==> src/rtl/ram_port_arbiter_if.sv <==
// Bus bundle between two RAM requesters, the arbiter and the single-port RAM.
// The slave modport is the arbiter's view; master is the environment's view.
interface ram_port_arbiter_if #(
    parameter int AW = 8,
    parameter int DW = 16
);
    logic          Req0;
    logic          We0;
    logic [AW-1:0] Addr0;
    logic [DW-1:0] Wdata0;
    logic          Gnt0;
    logic          Rvalid0;
    logic [DW-1:0] Rdata0;

    logic          Req1;
    logic          We1;
    logic [AW-1:0] Addr1;
    logic [DW-1:0] Wdata1;
    logic          Gnt1;
    logic          Rvalid1;
    logic [DW-1:0] Rdata1;

    logic [AW-1:0] RamAddr;
    logic [DW-1:0] RamData;
    logic          RamWren;
    logic [DW-1:0] RamQ;

    modport slave (
        input  Req0, We0, Addr0, Wdata0,
        input  Req1, We1, Addr1, Wdata1,
        input  RamQ,
        output Gnt0, Rvalid0, Rdata0,
        output Gnt1, Rvalid1, Rdata1,
        output RamAddr, RamData, RamWren
    );

    modport master (
        output Req0, We0, Addr0, Wdata0,
        output Req1, We1, Addr1, Wdata1,
        output RamQ,
        input  Gnt0, Rvalid0, Rdata0,
        input  Gnt1, Rvalid1, Rdata1,
        input  RamAddr, RamData, RamWren
    );
endinterface

==> src/rtl/ram_port_arbiter.sv <==
// Two-requester arbiter for a single-port RAM with tagged read return.
// Define RAM_ARB_FIXED_PRIO_EN for fixed priority (requester 0 wins).
module ram_port_arbiter #(
    parameter int AW     = 8,
    parameter int DW     = 16,
    parameter int RD_LAT = 1
) (
    input logic           Clk,
    input logic           Reset,
    ram_port_arbiter_if.slave bus
);
    localparam int PD = 1 + RD_LAT;

    logic          w_gnt0;
    logic          w_gnt1;
    logic          w_any;
    logic          w_we;
    logic [AW-1:0] w_addr;
    logic [DW-1:0] w_wdata;

    logic [AW-1:0] r_ram_addr;
    logic [DW-1:0] r_ram_data;
    logic          r_ram_wren;
    logic [PD-1:0] r_pv;
    logic [PD-1:0] r_po;

`ifdef RAM_ARB_FIXED_PRIO_EN
    always_comb begin
        w_gnt0 = !Reset && bus.Req0;
        w_gnt1 = !Reset && bus.Req1 && !bus.Req0;
    end
`else
    logic r_last;

    // On conflict the requester that did not win last time goes first.
    always_comb begin
        w_gnt0 = !Reset && bus.Req0 && (!bus.Req1 || r_last);
        w_gnt1 = !Reset && bus.Req1 && (!bus.Req0 || !r_last);
    end

    always_ff @(posedge Clk) begin
        if (Reset)
            r_last <= 1'b1;
        else if (w_gnt0)
            r_last <= 1'b0;
        else if (w_gnt1)
            r_last <= 1'b1;
    end
`endif

    always_comb begin
        w_any   = w_gnt0 | w_gnt1;
        w_we    = w_gnt0 ? bus.We0    : bus.We1;
        w_addr  = w_gnt0 ? bus.Addr0  : bus.Addr1;
        w_wdata = w_gnt0 ? bus.Wdata0 : bus.Wdata1;
    end

    always_ff @(posedge Clk) begin
        if (Reset) begin
            r_ram_addr <= '0;
            r_ram_data <= '0;
            r_ram_wren <= 1'b0;
        end else if (w_any) begin
            r_ram_addr <= w_addr;
            r_ram_data <= w_wdata;
            r_ram_wren <= w_we;
        end else begin
            r_ram_wren <= 1'b0;
        end
    end

    // Stage 0 is the issue register; the rest cover RAM read latency.
    always_ff @(posedge Clk) begin
        if (Reset) begin
            r_pv <= '0;
            r_po <= '0;
        end else begin
            r_pv[0] <= w_any && !w_we;
            r_po[0] <= w_gnt1;
            for (int i = 1; i < PD; i++) begin
                r_pv[i] <= r_pv[i-1];
                r_po[i] <= r_po[i-1];
            end
        end
    end

    assign bus.Gnt0    = w_gnt0;
    assign bus.Gnt1    = w_gnt1;
    assign bus.RamAddr = r_ram_addr;
    assign bus.RamData = r_ram_data;
    assign bus.RamWren = r_ram_wren;
    assign bus.Rvalid0 = r_pv[PD-1] && !r_po[PD-1];
    assign bus.Rvalid1 = r_pv[PD-1] &&  r_po[PD-1];
    assign bus.Rdata0  = bus.RamQ;
    assign bus.Rdata1  = bus.RamQ;
endmodule

==> src/flat_wrapper.sv <==
// flat-port wrapper written by rule: the top's interface ports become plain ports
module ram_port_arbiter_flat 
#(
    parameter int AW     = 8,
    parameter int DW     = 16,
    parameter int RD_LAT = 1
)
  (Clk, Reset, bus_Req0, bus_We0, bus_Addr0, bus_Wdata0, bus_Req1, bus_We1, bus_Addr1, bus_Wdata1, bus_RamQ, bus_Gnt0, bus_Rvalid0, bus_Rdata0, bus_Gnt1, bus_Rvalid1, bus_Rdata1, bus_RamAddr, bus_RamData, bus_RamWren);
  ram_port_arbiter_if #(.AW(AW), .DW(DW)) bus_i ();
  input logic Clk;
  input logic Reset;
  input wire logic [$bits(bus_i.Req0)-1:0] bus_Req0;
  input wire logic [$bits(bus_i.We0)-1:0] bus_We0;
  input wire logic [$bits(bus_i.Addr0)-1:0] bus_Addr0;
  input wire logic [$bits(bus_i.Wdata0)-1:0] bus_Wdata0;
  input wire logic [$bits(bus_i.Req1)-1:0] bus_Req1;
  input wire logic [$bits(bus_i.We1)-1:0] bus_We1;
  input wire logic [$bits(bus_i.Addr1)-1:0] bus_Addr1;
  input wire logic [$bits(bus_i.Wdata1)-1:0] bus_Wdata1;
  input wire logic [$bits(bus_i.RamQ)-1:0] bus_RamQ;
  output wire logic [$bits(bus_i.Gnt0)-1:0] bus_Gnt0;
  output wire logic [$bits(bus_i.Rvalid0)-1:0] bus_Rvalid0;
  output wire logic [$bits(bus_i.Rdata0)-1:0] bus_Rdata0;
  output wire logic [$bits(bus_i.Gnt1)-1:0] bus_Gnt1;
  output wire logic [$bits(bus_i.Rvalid1)-1:0] bus_Rvalid1;
  output wire logic [$bits(bus_i.Rdata1)-1:0] bus_Rdata1;
  output wire logic [$bits(bus_i.RamAddr)-1:0] bus_RamAddr;
  output wire logic [$bits(bus_i.RamData)-1:0] bus_RamData;
  output wire logic [$bits(bus_i.RamWren)-1:0] bus_RamWren;
  assign bus_i.Req0 = bus_Req0;
  assign bus_i.We0 = bus_We0;
  assign bus_i.Addr0 = bus_Addr0;
  assign bus_i.Wdata0 = bus_Wdata0;
  assign bus_i.Req1 = bus_Req1;
  assign bus_i.We1 = bus_We1;
  assign bus_i.Addr1 = bus_Addr1;
  assign bus_i.Wdata1 = bus_Wdata1;
  assign bus_i.RamQ = bus_RamQ;
  assign bus_Gnt0 = bus_i.Gnt0;
  assign bus_Rvalid0 = bus_i.Rvalid0;
  assign bus_Rdata0 = bus_i.Rdata0;
  assign bus_Gnt1 = bus_i.Gnt1;
  assign bus_Rvalid1 = bus_i.Rvalid1;
  assign bus_Rdata1 = bus_i.Rdata1;
  assign bus_RamAddr = bus_i.RamAddr;
  assign bus_RamData = bus_i.RamData;
  assign bus_RamWren = bus_i.RamWren;
  ram_port_arbiter #(.AW(AW), .DW(DW), .RD_LAT(RD_LAT)) u_core (.Clk(Clk), .Reset(Reset), .bus(bus_i));
endmodule
==> config.mk <==
export PLATFORM = sky130hd
export DESIGN_NAME = ram_port_arbiter_flat
export DESIGN_NICKNAME = d
export VERILOG_FILES = /design/src/rtl/ram_port_arbiter_if.sv /design/src/rtl/ram_port_arbiter.sv /design/src/flat_wrapper.sv
export SDC_FILE = /design/constraint.sdc
export NUM_CORES = 1
export LEC_CHECK = 0
export BUFFER_PORTS_ARGS = -buffer_cell sky130_fd_sc_hd__buf_2
export CAP_MARGIN = 10
export CORE_ASPECT_RATIO = 0.5
export CORE_MARGIN = 10
export CORE_UTILIZATION = 35
export CTS_BUF_LIST = sky130_fd_sc_hd__clkbuf_4 sky130_fd_sc_hd__clkbuf_8
export DETAILED_ROUTE_END_ITERATION = 7
export PLACE_DENSITY = 0.73
export REMOVE_ABC_BUFFERS = 1
export SETUP_SLACK_MARGIN = 0.3
export SLEW_MARGIN = 20
export SYNTH_ARGS = -nofsm -noshare
export SYNTH_HDL_FRONTEND = slang
export SYNTH_SLANG_ARGS = --single-unit
==> constraint.sdc <==
create_clock -name Clk -period 3.7 [get_ports Clk]
set_input_delay 0 -clock Clk [delete_from_list [all_inputs] [get_ports Clk]]
set_output_delay 0 -clock Clk [all_outputs]
set_load 0.05 [all_outputs]
==> results of run 1 <==
sequential cells by signal (all words and copies together), names as in the netlist:
| name | flops |
|---|---|
| u_core.bus.RamAddr | 8 |
| u_core.bus.RamData | 16 |
| u_core.bus.RamWren | 1 |
| u_core.r_last | 1 |
| u_core.r_po | 2 |
| u_core.r_pv | 2 |
cell usage after synthesis:
library cell	number
and3b_1	1
and3_2	2
a221o_2	5
nor3_2	1
buf_2	5
clkbuf_1	2
inv_2	1
buf_4	32
clkbuf_2	1
a2111oi_1	19
and2_1	1
o21ai_0	3
a221o_1	19
a21oi_1	1
nand2b_4	1
nand2_1	2
a2111oi_0	5
dfxtp_1	30
nor2b_1	3
nor2_2	1
o2111ai_1	1
inv_1	25
nor2b_4	1
buf_6	7
power groups by stage:
| stage | clock network, mW | logic [mW] | registers (mW) |
|---|---|---|---|
| 2_1_floorplan | 0 | 0.0533 | 0.448 |
| 4_1_cts | 0.278 | 0.231 | 0.361 |
| 6_report | 0.275 | 0.232 | 0.361 |
| 3_3_place_gp | 0 | 0.208 | 0.368 |
| 5_1_grt | 0.305 | 0.246 | 0.364 |
| 3_5_place_dp | 0 | 0.211 | 0.368 |
logic make-up (layout without fill, tap and decap cells):
kind of cell / count (synthesis) / count (layout) / share of synthesized area
buffers and inverters: 73 / 142 / 0.2729
DFF: 30 / 30 / 0.3609
AOI/OAI and AO/OA: 53 / 53 / 0.3060
and+or+nand+nor: 13 / 13 / 0.06015
final timing paths:
path                                startpoint                     to
worst max-delay path             u_core.r_last               bus_Gnt0
worst min-delay path               bus_RamQ[6]          bus_Rdata1[6]
worst max register to register   u_core.r_last  u_core.bus.RamData[4]
worst min register to register  u_core.r_po[0]         u_core.r_po[1]
through the flow:
step | hold WS (ns) | util
floorplan | 0 | -
finish | 0.0001214 | 0.4792
global route | 0.0004735 | 0.4792
global placement | 0.0005093 | 0.4045
CTS | 0.0005093 | 0.4792
detailed placement | 0.0005093 | 0.4045
area by class of cell:
type                    instances  area (um2)
fillers                       434        2337
multi-input cells              66       609.3
well taps                      66       82.58
clock buffers                   7       90.09
clock inverters                 1       5.005
inverters                      26       97.59
repair buffers                108       665.6
flip-flops and latches         30       600.6
layout by cell type (no fill, tap or decap), types with 3 or more instances in the layout:
master,n
nor2b_1,3
a221o_2,5
a2111oi_0,5
buf_2,82
o21ai_0,3
dfxtp_1,30
a2111oi_1,19
clkbuf_8,6
inv_1,25
a221o_1,19
dlygate4sd3_1,24
what timing repair did:
action,4_1_cts,5_1_grt
hold buffers,24,0
endpoints found under the hold margin,24,0
setup endpoints to repair,0,0
routing by layer:
metal	up-vias	share of wire	GRT usage
li1	730	-	-
met1	730	0.35	0.1320
met2	73	0.53	0.2389
met3	8	0.10	0.07935
met4	0	0.017	0.05046
met5	-	0	0.02273
worst register-to-register path, delay by kind of cell (launching register included):
family           cells  cell delay [ns]
flip-flops           1             0.37
AO/OA/AOI/OAI        1             0.31
AND/OR/NAND/NOR      2             0.88
==> impl_results.md, run 1 <==
* Critical path's top delay family: simple AND/OR/NAND/NOR gates
* H-tree levels at 2
* WP depth at 3
* Vias in the first global route at 1,552
* Congestion Overflow GR at 0
* Post-route cell area at 0.002151 mm2
* Synth area leaders: dfxtp_1 36%, buf_4 14%, a2111oi_1 11%
* Mean Syn Cell Area at 9.847 um2
* Combinational share of power at 0.268
* Worst Path Max Fanout at 25
* Buf/Inv on CP at 1
* Post-CTS Setup Inserts at 0
* First-pass GRT wire length at 8562 um
* Max clock buf depth at 2
* Pwr Total at 868.7 uW
* Final HPWL DP at 4099 um
* Slack of the critical path at 1.764 ns
* Die Area at 0.008080 mm2
* Crit-path cells: nor2b_4, nor2_2, buf_2
* Number of routed nets with antenna violations at 0
* Routability cong. at 0.7278
* Finished Layout Cells at 304
* Routed vias/inst at 5.069
* Largest area contributor in the netlist: dfxtp_1
* P_leak at 1.050 nW
* Core area at 0.004488 mm2
* Area growth, synth to finish at 29.25%
* Avg WL per Cell at 19.14 um
* Worst EP arrival at 1.94 ns
* Critical-path top delay cell: nor2_2
* Seq pwr share at 0.416
* Pwr Density at 403.9 mW/mm2
* Net Sw Power at 281.2 uW
* Clock share of power at 0.316
* RSZ-0062 raised after global routing: no
* Hold Path Class: primary input to output pin
* Reg clk slew, reported paths at 0.06 ns
* Startpoint types: register
* Max Cap Violations at 0
* Placed inst area at 0.001815 mm2
* Tightest Pin Transition at 1.089 ns
* Final hold violations at 0
* Register bit count reported by yosys at 30
* FP Rows at 17
* DR iter-0 viols at 117
* Max stage delay on crit path at 0.82 ns
* Post-Route WL at 5818 um
* Relative slew margins at 0.2734
* R2R depth at 3
* Max VDD drop at 0.0001707 V
* Int Pwr at 587.5 uW
* Sw Share at 0.3237
* CTS tree: done
* Antenna diodes at 0
* Share of the synthesized area in the top cell type at 0.3609
* Chip width at 117.5 um
* Seq/Total Area, Yosys at 0.3609
* FMAX at 0.5164 GHz
* Placed cell count at 272
* GRT Total Usage at 0.1348
* Vias post-DR at 1,541
* Final slew viol count at 0
* Skew-Pair Late Insertion Delay at 0.28 ns
* IO Pins at 131
* PortBufs at 82
* WS Path Type: register to output pin
* Min cycle time layout at 1.936 ns
* Initial antenna violation count at 0
* Distinct cells, synth at 24
* CTS buffer count at 5
* Synth warn at 0
* Worst hold stages at 0
* Drt pass-1 iters at 4
* Syn Inst Count at 169
* Largest net degree at the start of global routing at 30
* Clock skew at 0.005453 ns
* CP Capture Type: output pin
* Clock Sink Count at 30
* FF-to-FF setup slack at 2.09 ns
* Setup tns final at 0 ns
* Nets at 307
* Outcome: finished, final reports clean
* PostCTS Resize Cnt at 0
* Post-place setup slack at 1.969 ns
* Synth Cell Area at 0.001664 mm2
* DRC at 0
* Share of cells above drive strength 1 at 0.4370
* Clock Tree Root: clkbuf_8
* Period utilization at 0.5233
* # setup viols final at 0
* Initial Util at 0.3708
* Required @ worst endpoint at 3.70 ns
* DIE HEIGHT at 68.76 um
(Power assumes the default switching activity.)
==> inputs of run 2 (changes only) <==
--- a/config.mk
+++ b/config.mk
@@ -12,7 +12,7 @@
 export CORE_UTILIZATION = 35
 export CTS_BUF_LIST = sky130_fd_sc_hd__clkbuf_4 sky130_fd_sc_hd__clkbuf_8
 export DETAILED_ROUTE_END_ITERATION = 7
-export PLACE_DENSITY = 0.73
+export PLACE_DENSITY = 0.75
 export REMOVE_ABC_BUFFERS = 1
 export SETUP_SLACK_MARGIN = 0.3
 export SLEW_MARGIN = 20
==> constraint.sdc (replaced) <==
create_clock -name Clk -period 1.7 [get_ports Clk]
set_input_delay 0 -clock Clk [delete_from_list [all_inputs] [get_ports Clk]]
set_output_delay 0 -clock Clk [all_outputs]
set_load 0.05 [all_outputs]
==> run 2 against run 1 <==
Net effect: design area is 2.1% higher; clock skew is 0.00064 ns lower; combinational power is 130% higher; sequential share of layout area is 0.52 points lower; final cell count is 2.0% higher; sequential power is 120% higher; critical path type unchanged; critical endpoint is now bus_Gnt1.
==> impl_results.md, run 2 (synthesis gave the netlist of run 1 again) <==
* Wire length on met2 at 3287 um (+7.2%)
* Hold Path Class: primary input to output pin
* Worst hold stages at 0 (unchanged)
* Vias post-DR at 1,652 (+7.2%)
* Pwr Density at 872.8 mW/mm2 (+120%)
* H-tree levels at 2 (unchanged)
* Post-route cell area at 0.002196 mm2 (+2.1%)
* CTS buffer count at 5 (unchanged)
* IO Pins at 131 (unchanged)
* Slack of the critical path at 0.3301 ns (-1.434 ns)
* Finished Layout Cells at 310 (+2.0%)
* CP Capture Type: output pin
* Relative slew margins at 0.6265 (+0.3531)
* Net Sw Power at 628.3 uW (+120%)
* Startpoint types: register
* Skew-Pair Late Insertion Delay at 0.28 ns (about the same)
* Most frequent cells in the layout: 82 x buf_2, 29 x dfxtp_1, 25 x inv_1
* Share of cells above drive strength 1 at 0.4527 (+0.01570)
* Leading cell type in the layout, fill and taps excluded: buf_2
* DRC at 0 (unchanged)
* Tightest Pin Transition at 0.5603 ns (-0.5285 ns)
* Core area at 0.004488 mm2 (unchanged)
* FMAX at 0.7300 GHz
* Routed vias/inst at 5.329 (+5.1%)
* RSZ-0062 raised after global routing: no
* Vias in the first global route at 1,663 (+7.2%)
* Initial antenna violation count at 0 (unchanged)
* Nets at 312 (+1.6%)
* Outcome: finished, final reports clean
* Reg clk slew, reported paths at 0.06 ns (about the same)
* DR iter-0 viols at 118 (+0.85%)
* Max VDD drop at 0.0003086 V (+81%)
* Worst Path Max Fanout at 12 (-52%)
* Area growth, synth to finish at 31.96%
* Number of routed nets with antenna violations at 0 (unchanged)
* Routability cong. at 0.7148 (-1.8%)
* Largest register FFs at 16 (unchanged)
* End-of-flow core utilization at 0.4893 (+0.01004)
* Setup tns final at 0 ns (unchanged)
* Post-place setup slack at 0.4911 ns (-1.478 ns)
* Congestion Overflow GR at 0 (unchanged)
* First-pass GRT wire length at 9025 um (+5.4%)
* Pwr Total at 1.917 mW (+120%)
* Period utilization at 0.8058
* Clock skew at 0.004809 ns (-0.0006441 ns)
* Int Pwr at 1.288 mW (+120%)
* # setup viols final at 0 (unchanged)
* WS Path Type: register to output pin
* Min cycle time layout at 1.370 ns
* Wl on met1 at 2242 um (+9.6%)
* Max clock buf depth at 2 (unchanged)
* Post-Route WL at 6224 um (+7.0%)
* Final hold slack at 0.0005853 ns (+0.0004638 ns)
* Clock Sink Count at 30 (unchanged)
* Highest Signal Layer: met5
* Placed inst area at 0.001853 mm2 (+2.1%)
* DIE HEIGHT at 68.76 um (unchanged)
* Combinational share of power at 0.274 (+0.006)
* Clock share of power at 0.315 (about the same)
* Largest net degree at the start of global routing at 30 (unchanged)
* Final HPWL DP at 4284 um (+4.5%)
* Clock Tree Root: clkbuf_8
* Final slew viol count at 0 (unchanged)
* Max Cap Violations at 0 (unchanged)
* PortBufs at 82 (unchanged)
* CTS tree: done
* Drt pass-1 iters at 4 (unchanged)
* DR WL met3 at 528 um (-13%)
* Placed cell count at 277 (+1.8%)
* Required @ worst endpoint at 1.70 ns (-2.00 ns)
* Chip width at 117.5 um (unchanged)
* GRT Total Usage at 0.1411 (+0.006319)
* Initial Util at 0.3708 (unchanged)
* Seq pwr share at 0.412 (-0.004)
* Avg WL per Cell at 20.08 um (+4.9%)
* P_leak at 1.076 nW (+2.5%)
* Post-CTS Setup Inserts at 0 (unchanged)
* Final hold violations at 0 (unchanged)
* Die Area at 0.008080 mm2 (unchanged)
* Sw Share at 0.3278 (+0.004160)
* FP Rows at 17 (unchanged)
* Worst EP arrival at 1.37 ns (-0.57 ns)
* R2R depth at 4 (+1)
run 2: cell types whose count changed in the layout (fill, tap and decap cells not counted):
| cell | change |
|---|---|
| dfxtp_1 | -1 |
| buf_4 | +4 |
| diode_2 | +1 |
| dfxtp_2 | +1 |
| buf_6 | +1 |
run 2: layout make-up:
cell class / count / area (um2)
antenna: 1 / 2.502
inverter: 26 / 97.59
clock buffer: 7 / 90.09
sequential: 30 / 601.8
clock inverter: 1 / 5.005
timing repair buffer: 113 / 706.9
tap: 66 / 82.58
fill: 389 / 2292
multi-input combinational: 66 / 609.3
run 2: timing repair:
action / CTS / global route
resized for setup: 1 / 1
pin swaps: 0 / 0
hold buffers: 24 / 0
endpoints found under the hold margin: 24 / 0
gates cloned: 0 / 0
endpoints found under the setup margin: 1 / 2
run 2: per-layer routing:
layer	vias up	track usage
li1	742	-
met1	804	0.1366
met2	88	0.2653
met3	16	0.06316
met4	2	0.05810
met5	-	0.03977
run 2: path summary, 6_finish.rpt:
| kind | start | to | slack, ns |
|---|---|---|---|
| worst max-delay path | u_core.r_last | bus_Gnt1 | 0.33 |
| worst min-delay path | bus_RamQ[13] | bus_Rdata0[13] | 0.0006 |
| worst max register to register | u_core.r_last | u_core.bus.RamAddr[5] | 0.49 |
| worst min register to register | u_core.r_pv[0] | u_core.r_pv[1] | 0.44 |
run 2: worst max-delay path, cell delays in order, from the launching register on:
cell	delay, ns
dfxtp_2	0.37
buf_6	0.16
nand2_1	0.10
and3_2	0.25
buf_2	0.21
run 2: power by group through the flow:
stage / Clock (mW) / Sequential, mW / Combinational (mW)
2_1_floorplan: 0 / 0.974 / 0.116
3_3_place_gp: 0 / 0.800 / 0.463
3_5_place_dp: 0 / 0.801 / 0.471
4_1_cts: 0.610 / 0.786 / 0.517
5_1_grt: 0.646 / 0.794 / 0.551
6_report: 0.603 / 0.789 / 0.524
==> inputs of run 3 (changes only) <==
--- a/config.mk
+++ b/config.mk
@@ -12,7 +12,7 @@
 export CORE_UTILIZATION = 35
 export CTS_BUF_LIST = sky130_fd_sc_hd__clkbuf_4 sky130_fd_sc_hd__clkbuf_8
 export DETAILED_ROUTE_END_ITERATION = 7
-export PLACE_DENSITY = 0.75
+export PLACE_DENSITY = 0.73
 export REMOVE_ABC_BUFFERS = 1
 export SETUP_SLACK_MARGIN = 0.3
 export SLEW_MARGIN = 20
==> constraint.sdc (replaced) <==
create_clock -name Clk -period 1.4 [get_ports Clk]
set_input_delay 0 -clock Clk [delete_from_list [all_inputs] [get_ports Clk]]
set_output_delay 0 -clock Clk [all_outputs]
set_load 0.05 [all_outputs]
==> run 3 against run 2 <==
Net effect: clock power increased by 25%; sequential share of layout area shrank 3.6 points; worst hold slack about the same; critical path type is now register to register; highest routed layer is now met4; critical path depth shrank 1; register-to-register slack worse by 0.31 ns.
==> impl_results.md, run 3 (synthesis gave the netlist of run 1 again) <==
* Pwr Total at 2.500 mW (+30%)
* PortBufs at 82 (unchanged)
* Chip width at 117.5 um (unchanged)
* Flip-flop and latch area at 604.3 um2 (+0.42%)
* FP Rows at 17 (unchanged)
* Final hold violations at 0 (unchanged)
* Hold path start: bus_RamQ[6]
* Final HPWL DP at 4361 um (+1.8%)
* Area growth, synth to finish at 52.71%
* Max Cap Violations at 0 (unchanged)
* Final hold slack at 0.0001439 ns (-0.0004414 ns)
* Largest net degree at the start of global routing at 26 (-13%)
* Finished Layout Cells at 317 (+2.3%)
* Vias post-DR at 1,783 (+7.9%)
* Initial Util at 0.3708 (unchanged)
* Avg WL per Cell at 23.88 um (+19%)
* Outcome: finished, final reports clean
* Routed vias/inst at 5.625 (+5.5%)
* # setup viols final at 0 (unchanged)
* Final slew viol count at 0 (unchanged)
* Relative slew margins at 0.4441 (-0.1823)
* Worst Path Max Fanout at 13 (+1)
* Post-route cell area at 0.002541 mm2 (+16%)
* Hold Path Class: primary input to output pin
* FMAX at 0.8206 GHz
* CP Capture Type: register
* Skew-Pair Late Insertion Delay at 0.28 ns (about the same)
* Die Area at 0.008080 mm2 (unchanged)
* RSZ-0062 raised after global routing: yes
* DRC at 0 (unchanged)
* Congestion Overflow GR at 0 (unchanged)
* Leading cell type in the layout, fill and taps excluded: buf_2
* Placed cell count at 278 (+0.36%)
* Number of routed nets with antenna violations at 0 (unchanged)
* Clock skew at 0.004449 ns (-0.0003600 ns)
* Vias in the first global route at 1,741 (+4.7%)
* Placed inst area at 0.001861 mm2 (+0.40%)
* Worst hold stages at 0 (unchanged)
* Max VDD drop at 0.0005760 V (+87%)
* Clock Tree Root: clkbuf_8
* GRT Total Usage at 0.1577 (+0.01659)
* Slack of the critical path at 0.1814 ns (-0.1487 ns)
* WS Path Type: register to register
* FF-to-FF setup slack at 0.18 ns (-0.31 ns)
* Post-Route WL at 7571 um (+22%)
* CTS tree: done
* Setup tns final at 0 ns (unchanged)
* Hold EP: bus_Rdata1[6]
* Post-place setup slack at 0.1847 ns (-0.3065 ns)
* Clock Sink Count at 30 (unchanged)
* Share of cells above drive strength 1 at 0.5498 (+0.09713)
* Nets at 320 (+2.6%)
* Pwr Density at 983.7 mW/mm2 (+13%)
* Most frequent cells in the layout: 79 x buf_2, 29 x dfxtp_1, 25 x inv_1
* R2r startpoint: u_core.r_last
* Multi-input gate area at 825.8 um2 (+36%)
* Worst EP arrival at 1.45 ns (+0.08 ns)
* R2R depth at 3 (-1)
* Required @ worst endpoint at 1.63 ns (-0.07 ns)
* Initial antenna violation count at 0 (unchanged)
* Fillers at 334 (-14%)
* Core area at 0.004488 mm2 (unchanged)
* Reg clk slew, reported paths at 0.07 ns (about the same)
* DIE HEIGHT at 68.76 um (unchanged)
* DR iter-0 viols at 187 (+58%)
* Routability cong. at 0.8104 (+13%)
* First-pass GRT wire length at 10,050 um (+11%)
* Largest register FFs at 16 (unchanged)
* Startpoint types: register
* End-of-flow core utilization at 0.5662 (+0.07694)
* Max clock buf depth at 2 (unchanged)
* P_leak at 1.156 nW (+7.4%)
* CTS buffer count at 5 (unchanged)
* IO Pins at 131 (unchanged)
* RR Endpoint: u_core.bus.RamAddr[5]
* Drt pass-1 iters at 4 (unchanged)
* H-tree levels at 2 (unchanged)
* Min cycle time layout at 1.219 ns
* Period utilization at 0.8704
* Antenna diodes at 0 (-1)
* Tightest Pin Transition at 0.8326 ns (+0.2723 ns)
## run 3: cell count changes in the layout (fill, tap and decap cells not counted), moves of 3 or more
cell and delta:
a2111oi_2 +10, a2111oi_0 -3, buf_2 -3, buf_8 +3, buf_6 +5, a2111oi_4 +8, a2111oi_1 -15
## run 3: worst max path at each step
| stage | to | slack [ns] | cells past startpoint | from |
|---|---|---|---|---|
| finish | u_core.bus.RamAddr[5] | 0.18 | 3 | u_core.r_last |
| global route | u_core.bus.RamAddr[5] | 0.04 | 3 | u_core.r_last |
| CTS | u_core.bus.RamAddr[1] | 0.23 | 3 | u_core.r_last |
| detailed placement | u_core.bus.RamAddr[3] | 0.18 | 3 | u_core.r_last |
| global placement | u_core.bus.RamAddr[1] | 0.23 | 4 | u_core.r_last |
| floorplan | u_core.bus.RamAddr[1] | -0.63 | 3 | u_core.r_last |
## run 3: power breakdown
part	switching, mW	total [mW]	internal, mW	leakage [nW]
logic	0.491	0.782	0.291	0.855
clock network	0.337	0.753	0.416	0.0517
registers	0.0439	0.965	0.921	0.249
## run 3: worst max-delay path, stage by stage, from the launching register on
cell,delay [ns]
dfxtp_4,0.37
buf_4,0.21
a2111oi_0,0.42
a221o_2,0.18
## run 3: what timing repair did
action                                 CTS  global route
hold buffers                            24             0
cloned                                   3             0
gates resized for setup                 37            17
setup endpoints to repair               26            28
endpoints found under the hold margin   24             0
pin swaps                               24             3
setup buffers                            3             1
## run 3: metal layers
| metal | GRT usage | part of all wire | up-vias |
|---|---|---|---|
| li1 | - | - | 758 |
| met1 | 0.1657 | 0.35 | 852 |
| met2 | 0.2709 | 0.49 | 136 |
| met3 | 0.07854 | 0.11 | 37 |
| met4 | 0.06881 | 0.061 | 0 |
| met5 | 0.02273 | 0 | - |
## run 3: layout make-up
cell class	instances	share of cell area
inverter	26	0.03840
multi-input combinational	66	0.3250
sequential	30	0.2378
clock buffer	7	0.03545
timing repair buffer	121	0.3289
tap	66	0.03250
clock inverter	1	0.001969
